**src/rtl/div_iter_pkg.sv**
```systemverilog
// Shared constants for the iterative divider: FSM encodings, default width, iteration helpers.
// Latency: n/a (compile-time only).
// Backpressure: n/a.
package div_iter_pkg;

    // Default operand width, kept in step with the multiplier block
    localparam int DIV_WIDTH_DEFAULT = 32;

    // FSM encodings
    localparam logic [1:0] S_IDLE = 2'd0;
    localparam logic [1:0] S_RUN  = 2'd1;
    localparam logic [1:0] S_FIX  = 2'd2;

    // Number of RUN cycles for a given width / bits-per-cycle
    function automatic int iter_count(input int width, input int unroll);
        return width / unroll;
    endfunction

    // Counter width able to hold ITER-1 (never narrower than one bit)
    function automatic int cnt_width(input int iter);
        return (iter > 1) ? $clog2(iter) : 1;
    endfunction

endpackage

```
**src/rtl/div_iter_if.sv**
```systemverilog
// Command/result bundle between the control unit (master) and the divider (slave).
// Latency: n/a (wires only).
// Backpressure: start is only honoured while busy is low; there is no queueing.
interface div_iter_if import div_iter_pkg::*; #(
    parameter int WIDTH = DIV_WIDTH_DEFAULT
);
    logic             start;
    logic             is_signed;
    logic [WIDTH-1:0] src_a;
    logic [WIDTH-1:0] src_b;
    logic             busy;
    logic             done;
    logic             div_zero;
    logic             overflow;
    logic [WIDTH-1:0] hi;
    logic [WIDTH-1:0] lo;

    modport master (
        output start, is_signed, src_a, src_b,
        input  busy, done, div_zero, overflow, hi, lo
    );

    modport slave (
        input  start, is_signed, src_a, src_b,
        output busy, done, div_zero, overflow, hi, lo
    );
endinterface

```
**src/rtl/div_iter_step.sv**
```systemverilog
// One restoring-division step: shift in a dividend bit, subtract divisor if it fits.
// Latency: combinational.
// Backpressure: none.
module div_iter_step #(
    parameter int WIDTH = 32
) (
    input  logic [WIDTH-1:0] rem_i,
    input  logic             bit_i,
    input  logic [WIDTH-1:0] divisor_i,
    output logic [WIDTH-1:0] rem_o,
    output logic             qbit_o
);
    // Shifted remainder kept one bit wider so divisors >= 2^(WIDTH-1) compare correctly
    logic [WIDTH:0] shifted;

    // Compare on WIDTH+1 bits; after a subtract the result is < divisor and fits WIDTH
    always_comb begin
        shifted = {rem_i, bit_i};
        qbit_o  = (shifted >= {1'b0, divisor_i});
        rem_o   = qbit_o ? WIDTH'(shifted - {1'b0, divisor_i}) : shifted[WIDTH-1:0];
    end
endmodule

```
**src/rtl/div_iter.sv**
```systemverilog
// Iterative restoring divider (signed/unsigned), UNROLL quotient bits per cycle.
// Latency: WIDTH/UNROLL + 1 cycles after the start edge; divide-by-zero and MIN/-1 take 1 cycle.
// Backpressure: busy high while an op is in flight; start is ignored then, accepted again in the done cycle.
module div_iter import div_iter_pkg::*; #(
    parameter int WIDTH  = DIV_WIDTH_DEFAULT,
    parameter int UNROLL = 1
) (
    input  logic       clk,
    input  logic       rst,
    div_iter_if.slave  bus
);
    localparam int               ITER     = iter_count(WIDTH, UNROLL);
    localparam int               CNT_W    = cnt_width(ITER);
    localparam logic [CNT_W-1:0] CNT_LOAD = CNT_W'(ITER - 1);
    localparam logic [WIDTH-1:0] MIN_VAL  = {1'b1, {(WIDTH-1){1'b0}}};

    logic [1:0]       state_q,    state_d;
    logic [CNT_W-1:0] cnt_q,      cnt_d;
    logic [WIDTH-1:0] dvd_q,      dvd_d;      // dividend, becomes quotient as bits shift through
    logic [WIDTH-1:0] dvs_q,      dvs_d;      // divisor magnitude
    logic [WIDTH-1:0] rem_q,      rem_d;      // partial remainder
    logic             neg_quo_q,  neg_quo_d;
    logic             neg_rem_q,  neg_rem_d;
    logic             pend_dz_q,  pend_dz_d;  // FIX should report divide-by-zero
    logic             pend_ovf_q, pend_ovf_d; // FIX should report MIN / -1
    logic [WIDTH-1:0] hi_q,       hi_d;
    logic [WIDTH-1:0] lo_q,       lo_d;
    logic             dz_q,       dz_d;
    logic             ovf_q,      ovf_d;
    logic             done_q,     done_d;

    logic             sign_a, sign_b;
    logic [WIDTH-1:0] mag_a, mag_b;
    logic             b_zero, ovf_case;
    logic [WIDTH-1:0] rem_chain [UNROLL+1];
    logic [UNROLL-1:0] quo_bits;
    logic [WIDTH-1:0] dvd_next;

    // Operand decode: signs only matter in signed mode; -MIN wraps to the correct unsigned magnitude
    always_comb begin
        sign_a   = bus.is_signed & bus.src_a[WIDTH-1];
        sign_b   = bus.is_signed & bus.src_b[WIDTH-1];
        mag_a    = sign_a ? -bus.src_a : bus.src_a;
        mag_b    = sign_b ? -bus.src_b : bus.src_b;
        b_zero   = (bus.src_b == '0);
        ovf_case = bus.is_signed && (bus.src_a == MIN_VAL) && (bus.src_b == '1);
    end

    // Chain UNROLL restoring steps, consuming dividend bits MSB-first
    assign rem_chain[0] = rem_q;
    for (genvar u = 0; u < UNROLL; u++) begin : g_step
        div_iter_step #(.WIDTH(WIDTH)) u_step (
            .rem_i     (rem_chain[u]),
            .bit_i     (dvd_q[WIDTH-1-u]),
            .divisor_i (dvs_q),
            .rem_o     (rem_chain[u+1]),
            .qbit_o    (quo_bits[UNROLL-1-u])
        );
    end

    // Consumed dividend bits shift out the top while quotient bits fill in from the bottom
    always_comb begin
        dvd_next = (dvd_q << UNROLL) | WIDTH'(quo_bits);
    end

    // FSM and datapath next-state
    always_comb begin
        state_d    = state_q;
        cnt_d      = cnt_q;
        dvd_d      = dvd_q;
        dvs_d      = dvs_q;
        rem_d      = rem_q;
        neg_quo_d  = neg_quo_q;
        neg_rem_d  = neg_rem_q;
        pend_dz_d  = pend_dz_q;
        pend_ovf_d = pend_ovf_q;
        hi_d       = hi_q;
        lo_d       = lo_q;
        dz_d       = dz_q;
        ovf_d      = ovf_q;
        done_d     = 1'b0;
        case (state_q)
            S_IDLE: begin
                if (bus.start) begin
                    dz_d       = 1'b0;
                    ovf_d      = 1'b0;
                    neg_quo_d  = sign_a ^ sign_b;
                    neg_rem_d  = sign_a;
                    pend_dz_d  = b_zero;
                    pend_ovf_d = ovf_case;
                    if (b_zero || ovf_case) begin
                        state_d = S_FIX;
                    end else begin
                        dvd_d   = mag_a;
                        dvs_d   = mag_b;
                        rem_d   = '0;
                        cnt_d   = CNT_LOAD;
                        state_d = S_RUN;
                    end
                end
            end
            S_RUN: begin
                dvd_d = dvd_next;
                rem_d = rem_chain[UNROLL];
                if (cnt_q == '0) begin
                    state_d = S_FIX;
                end else begin
                    cnt_d = cnt_q - CNT_W'(1);
                end
            end
            S_FIX: begin
                done_d  = 1'b1;
                state_d = S_IDLE;
                if (pend_dz_q) begin
                    dz_d = 1'b1;
                end else if (pend_ovf_q) begin
                    ovf_d = 1'b1;
                    lo_d  = MIN_VAL;
                    hi_d  = '0;
                end else begin
                    lo_d = neg_quo_q ? -dvd_q : dvd_q;
                    hi_d = neg_rem_q ? -rem_q : rem_q;
                end
            end
            default: state_d = S_IDLE;
        endcase
    end

    // State registers; reset discards any operation in flight
    always_ff @(posedge clk or posedge rst) begin
        if (rst) begin
            state_q    <= S_IDLE;
            cnt_q      <= '0;
            dvd_q      <= '0;
            dvs_q      <= '0;
            rem_q      <= '0;
            neg_quo_q  <= 1'b0;
            neg_rem_q  <= 1'b0;
            pend_dz_q  <= 1'b0;
            pend_ovf_q <= 1'b0;
            hi_q       <= '0;
            lo_q       <= '0;
            dz_q       <= 1'b0;
            ovf_q      <= 1'b0;
            done_q     <= 1'b0;
        end else begin
            state_q    <= state_d;
            cnt_q      <= cnt_d;
            dvd_q      <= dvd_d;
            dvs_q      <= dvs_d;
            rem_q      <= rem_d;
            neg_quo_q  <= neg_quo_d;
            neg_rem_q  <= neg_rem_d;
            pend_dz_q  <= pend_dz_d;
            pend_ovf_q <= pend_ovf_d;
            hi_q       <= hi_d;
            lo_q       <= lo_d;
            dz_q       <= dz_d;
            ovf_q      <= ovf_d;
            done_q     <= done_d;
        end
    end

    assign bus.busy     = (state_q != S_IDLE);
    assign bus.done     = done_q;
    assign bus.div_zero = dz_q;
    assign bus.overflow = ovf_q;
    assign bus.hi       = hi_q;
    assign bus.lo       = lo_q;
endmodule

```
**src/flat_wrapper.sv**
```systemverilog
// flat-port wrapper written by rule: the top's interface ports become plain ports
module div_iter_flat import div_iter_pkg::*;
#(
    parameter int WIDTH  = DIV_WIDTH_DEFAULT,
    parameter int UNROLL = 1
)
  (clk, rst, bus_start, bus_is_signed, bus_src_a, bus_src_b, bus_busy, bus_done, bus_div_zero, bus_overflow, bus_hi, bus_lo);
  div_iter_if #(.WIDTH(WIDTH)) bus_i ();
  input  logic clk;
  input  logic rst;
  input wire logic [$bits(bus_i.start)-1:0] bus_start;
  input wire logic [$bits(bus_i.is_signed)-1:0] bus_is_signed;
  input wire logic [$bits(bus_i.src_a)-1:0] bus_src_a;
  input wire logic [$bits(bus_i.src_b)-1:0] bus_src_b;
  output wire logic [$bits(bus_i.busy)-1:0] bus_busy;
  output wire logic [$bits(bus_i.done)-1:0] bus_done;
  output wire logic [$bits(bus_i.div_zero)-1:0] bus_div_zero;
  output wire logic [$bits(bus_i.overflow)-1:0] bus_overflow;
  output wire logic [$bits(bus_i.hi)-1:0] bus_hi;
  output wire logic [$bits(bus_i.lo)-1:0] bus_lo;
  assign bus_i.start = bus_start;
  assign bus_i.is_signed = bus_is_signed;
  assign bus_i.src_a = bus_src_a;
  assign bus_i.src_b = bus_src_b;
  assign bus_busy = bus_i.busy;
  assign bus_done = bus_i.done;
  assign bus_div_zero = bus_i.div_zero;
  assign bus_overflow = bus_i.overflow;
  assign bus_hi = bus_i.hi;
  assign bus_lo = bus_i.lo;
  div_iter #(.WIDTH(WIDTH), .UNROLL(UNROLL)) u_core (.clk(clk), .rst(rst), .bus(bus_i));
endmodule
```
**config.mk**
```make
export PLATFORM = sky130hd
export DESIGN_NAME = div_iter_flat
export DESIGN_NICKNAME = d
export VERILOG_FILES = /design/src/rtl/div_iter_pkg.sv /design/src/rtl/div_iter_if.sv /design/src/rtl/div_iter_step.sv /design/src/rtl/div_iter.sv /design/src/flat_wrapper.sv
export SDC_FILE = /design/constraint.sdc
export NUM_CORES = 1
export LEC_CHECK = 0
export CAP_MARGIN = 20
export CORE_UTILIZATION = 35
export CTS_CLUSTER_SIZE = 16
export DETAILED_ROUTE_END_ITERATION = 12
export GPL_TIMING_DRIVEN = 0
export HOLD_SLACK_MARGIN = 0.12
export PLACE_DENSITY = 0.62
export SYNTH_ARGS = -nofsm -noshare
export SYNTH_HDL_FRONTEND = slang
export SYNTH_SLANG_ARGS = --single-unit
```
**constraint.sdc**
```tcl
create_clock -name clk -period 5.4 [get_ports clk]
set_input_delay 1.08 -clock clk [delete_from_list [all_inputs] [get_ports clk]]
set_output_delay 1.08 -clock clk [all_outputs]
set_load 0.05 [all_outputs]
```
# Word level (Yosys, flattened, before mapping)
# Cells that the tools add are included.
[word_totals]
register_bits = 174
latchBits = 0
ramBits = 0
rom_bits = 0
memories = 0
[classes]
add_sub_neg = 6
n_mul = 0
div_mod_pow = 0
magnitude_cmp = 1
eq_ne = 11
shift = 0
mux = 28
bitwise = 6
reduce_logical = 17
[op_table]
columns = ["op", "n"]
rows = [
  ["32-bit two-way mux", 11],
  ["32-bit negation", 4],
  ["32-bit one-hot mux with 2 select lines", 2],
  ["32-bit == test (second input constant)", 2],
  ["33-bit by 32-bit >= comparator with 1-bit output", 1],
  ["32-bit logical NOT", 1],
  ["32-bit by 1-bit bitwise OR with 32-bit output", 1],
  ["32-bit subtractor", 1],
  ["5-bit two-way mux", 3],
  ["5-bit one-hot mux with 2 select lines", 1],
  ["3-bit AND reduction", 3],
  ["2-bit != test (second input constant)", 4],
  ["4-bit AND reduction", 2],
  ["2-bit two-way mux", 3],
  ["2-bit by 1-bit != test with 1-bit output (second input constant)", 3],
  ["2-bit AND reduction", 3],
  ["2-bit nonzero test", 3],
  ["5-bit logical NOT", 1],
  ["1-bit two-way mux", 5],
  ["5-bit by 1-bit subtractor with 5-bit output (second input constant)", 1],
  ["1-bit one-hot mux with 2 select lines", 2],
  ["2-bit one-hot mux with 2 select lines", 1],
  ["1-bit AND", 2],
  ["2-bit by 1-bit == test with 1-bit output (second input constant)", 1],
  ["other kinds (6)", 8],
]

# Longest topological paths before layout
[logic_depth]
depth_word = 7
ltp_mapped = 14
depth_no_buf = 13

# Hierarchy
# From an unflattened synthesis, not the netlist that was laid out.
[unflattened]
hier_cells = 1400
area_unflattened_um2 = 12171.7
[modules_own_cells]
columns = ["module", "n_inst", "cells_each", "area_per_inst_um2", "seq_area_each_um2"]
rows = [
  ["div_iter", 1, 1077, 9840.7, 4354.2],
  ["div_iter_step", 1, 323, 2331.0, 0.0],
]

# Worst setup path after synthesis
# OpenSTA, ideal clock, no wires.
[synth_timing]
path_type = "input-to-reg"
from = "in bus_src_a[1]"
to = "reg u_core.dvd_q[29]"
setup_ps = 126
t_arrival_ps = 3249
t_required_ps = 5274
slack_ps = 2025
path_stages = 9
path_cell_list = "or3_4 -> or4_1 -> or4_4 -> nor3_4 -> nand3_2 -> o31ai_4 -> xor2_1 -> nor2_1 -> a221o_1"
[synth_between]
elab_chain_cells = 6
[synth_rtl]
columns = ["element", "line", "text"]
rows = [
  ["from (decl)", "flat_wrapper.sv:13", "input wire logic [$bits(bus_i.src_a)-1:0] bus_src_a;"],
  ["parallel branches: the longest is 6 deep, another holds 32-bit negation", "n/a", ""],
  ["to (signal assigned)", "div_iter.sv:149", "dvd_q <= dvd_d;"],
  ["to (decl)", "div_iter.sv:19", "logic [WIDTH-1:0] dvd_q, dvd_d;"],
]
# Several ways; the timed one is not identified. The select of a mux whose other input is x is not followed.
# A chain may end at the register's enable or synchronous reset.

# Final worst setup path
[layout_timing]
from = "in bus_src_b[9]"
to = "reg u_core.dvs_q[9]"
[layout_between]
elab_chain_cells = 5
[layout_rtl]
columns = ["element", "line", "text"]
rows = [
  ["from (decl)", "flat_wrapper.sv:14", "input wire logic [$bits(bus_i.src_b)-1:0] bus_src_b;"],
  ["parallel branches: the longest is 5 deep, another holds 32-bit negation", "n/a", ""],
  ["to (signal assigned)", "div_iter.sv:150", "dvs_q <= dvs_d;"],
  ["to (decl)", "div_iter.sv:20", "logic [WIDTH-1:0] dvs_q, dvs_d;"],
]
# Several ways; the timed one is not identified.

==> run summary <==
reg2reg setup slack - 1.90 ns
initial core utilization - 35.7%
clk buf depth - 2
DRT Wirelength - 31.9 mm
clk slew on worst S/H paths - 0.07 ns
row cnt - 65
CTS Root Cell - clkbuf_16
Routed Antenna Nets - 0
global-route wire length before repair - 52.1 mm
Int Pwr - 4.33 mW
Final GP Congestion - 0.910
reg2reg start - u_core.dvd_q[31]
first-pass iteration count of the detailed router - 5
minimum clock period after layout - 4.32 ns
Power per Cell Area - 587 nW/um^2
Critical Path AT - 4.63 ns
final setup vio count - 0
Clock Skew - 0.0103 ns
commonest non-fill, non-tap cell in the layout - dfrtp_1
Main synth FF type - dfrtp_1
Place WS - 0.726 ns
largest net degree at the start of global routing - 44
IO Port Bufs - 135
critical path capture point type - flop
hold_sp - u_core.bus.hi[11]
Post-CTS Hold Buffers - 0
vias per cell - 5.33
P_sw - 3.76 mW
leakage - 5.89 nW
worst-path maximum fanout - 10
Max Freq - 232 MHz
initial antenna violation count - 0
fin area - 13800 um^2
gr ovfl total - 0
Setup WS post-layout - 1.08 ns
RSZ-0062 raised after global routing - false
TNS Setup - 0 ns
commonest non-fill, non-tap cells in the layout - dfrtp_1 (174), nand2_1 (168), o21ai_0 (140)
post-layout util - 43.6%
num ports - 136
Die X - 181 um
status - finished, final reports clean
#FFs+latches synth - 174
clock share of power - 15.0%
H-tree depth - 4
Worst R2R Path Depth - 13
Logic pwr share - 55.7%
Post-Place Cell Area - 13200 um^2
number of global-route vias before repair - 9553
drc violations - 0
CTS buffer count - 17
Yosys cell types - 69
# Post-CTS Setup Buffers - 0
overall power - 8.08 mW
CP required - 5.71 ns
share of layout cells above drive strength 1 - 5.70%
Slew @ Worst Pin - 0.690 ns
total clock sinks - 174
CTS tree - built
Max Slew Vio Count - 0
maximum vdd drop - 0.344 mV
Die Height - 181 um
Worst Hold Class - flop to flop
Area growth, synth to finish - 22.4%
Routed WL per cell - 17.2 um
Reg power frac - 29.2%
diodes inserted - 0
die area - 32900 um^2
register area share after synthesis - 38.7%
Startpoint Class - input pin
EDFF count, synth - 0
Post-Synthesis Cells - 1286
Gates resized, CTS repair - 0
Slew HR - 53.4%
Worst-Skew Late Latency - 0.45 ns
DP Cell Count - 1827
Via Count - 9910
Ys Warns - 0
worst hold endpoint - u_core.bus.hi[11]
syn_area_per_cell - 8.75 um^2
Sw Ratio - 46.5%
crit share post-route - 80.0%
Non-Filler Instances - 1859
final hold slack - 0.482 ns
worst setup path class - input pin to flop
Core ar. - 31600 um^2
Hold Path Depth - 2
Net Count, Synth - 1394
Max Cap Viol - 0
initial DRC count - 637
hold violation count in the final report - 0
Final #Nets - 1552
Post-synth ARST share - 100%
post-synthesis cell area - 11300 um^2
GRT Util Overall - 19.9%
hpwl dp - 25.6 mm
Worst R2R End - u_core.rem_q[24]
==> routing by layer <==
| layer | GRT usage (%) | up-vias | part of all wire (%) |
|---|---|---|---|
| met3 | 3.23 | 33 | 4.8 |
| met5 | 0 | - | 0 |
| met1 | 29.3 | 4712 | 49 |
| li1 | - | 4901 | - |
| met2 | 30.2 | 264 | 44 |
| met4 | 5.36 | 0 | 1.6 |
==> state kept, by name (all words and copies together) (netlist names), 2 cells and up <==
| signal | cells |
|---|---|
| u_core.dvd_q | 32 |
| u_core.state_q | 2 |
| u_core.dvs_q | 32 |
| u_core.bus.hi | 32 |
| u_core.bus.lo | 32 |
| u_core.cnt_q | 5 |
| u_core.rem_q | 32 |
==> worst max path at each step <==
stage,from,endpoint,slack [ns],depth (start not counted)
2_1_floorplan,bus_src_a[1],u_core.dvd_q[29],2.02,9
3_3_place_gp,rst,u_core.dvs_q[13],0.70,2
3_5_place_dp,bus_src_b[17],u_core.dvs_q[12],0.73,10
4_1_cts,bus_src_b[17],u_core.dvs_q[12],1.19,10
5_1_grt,bus_src_b[8],u_core.dvs_q[16],0.83,10
6_report,bus_src_b[9],u_core.dvs_q[9],1.08,10
==> worst max-delay path: stages <==
cell             delay, ns
clkdlybuf4s50_1       0.47
nor3_1                0.32
nor3b_1               0.55
nand4_1               0.29
nor3_1                0.62
nor2_1                0.17
nand2_1               0.33
buf_2                 0.32
buf_1                 0.35
a21oi_1               0.12
==> layout make-up <==
| type | instances | area (um^2) |
|---|---|---|
| plain buffers | 64 | 264 |
| clock buffers | 18 | 439 |
| clock inverters | 14 | 139 |
| fillers | 3067 | 17800 |
| inverters | 56 | 214 |
| multi-input cells | 992 | 6420 |
| flip-flops and latches | 174 | 4350 |
| well taps | 402 | 503 |
| repair buffers | 139 | 1430 |
==> synthesized netlist by cell type (all sizes together) (12+ instances only) <==
library cell  number  area, um^2
o21ai            143         716
nor2             105         397
or4               17         140
clkbuf            44         165
nor4              12        96.3
mux2i             24         240
o31ai             28         243
o41ai             16         140
a221o             38         380
buf               20        98.8
a21oi             71         355
a21o              22         165
inv               56         210
xor2              91         797
ha                39         488
nand4             16         100
nand2            168         631
nand3             16        85.1
dfrtp            174        4350
and2              12        75.1
nor3              23         143
xnor2             56         490
==> power groups by stage <==
stage          sequential [mW]  combinational, mW  clock (mW)
2_1_floorplan             2.47               3.17           0
3_3_place_gp              2.35               4.40           0
3_5_place_dp              2.38               4.47           0
4_1_cts                   2.35               4.50        1.24
5_1_grt                   2.43               5.01        1.30
6_report                  2.36               4.51        1.21
==> logic make-up after synthesis <==
logic type	Yosys count	share of synthesized area (%)
AO/OA/AOI/OAI	358	20.7
adder cells (fa/ha/maj)	40	4.51
multiplexers	26	2.34
XOR/XNOR	147	11.4
AND/OR/NAND/NOR	421	18.1
buffers and inverters	120	4.21
flip-flops	174	38.7
(Power assumes the default switching activity.)
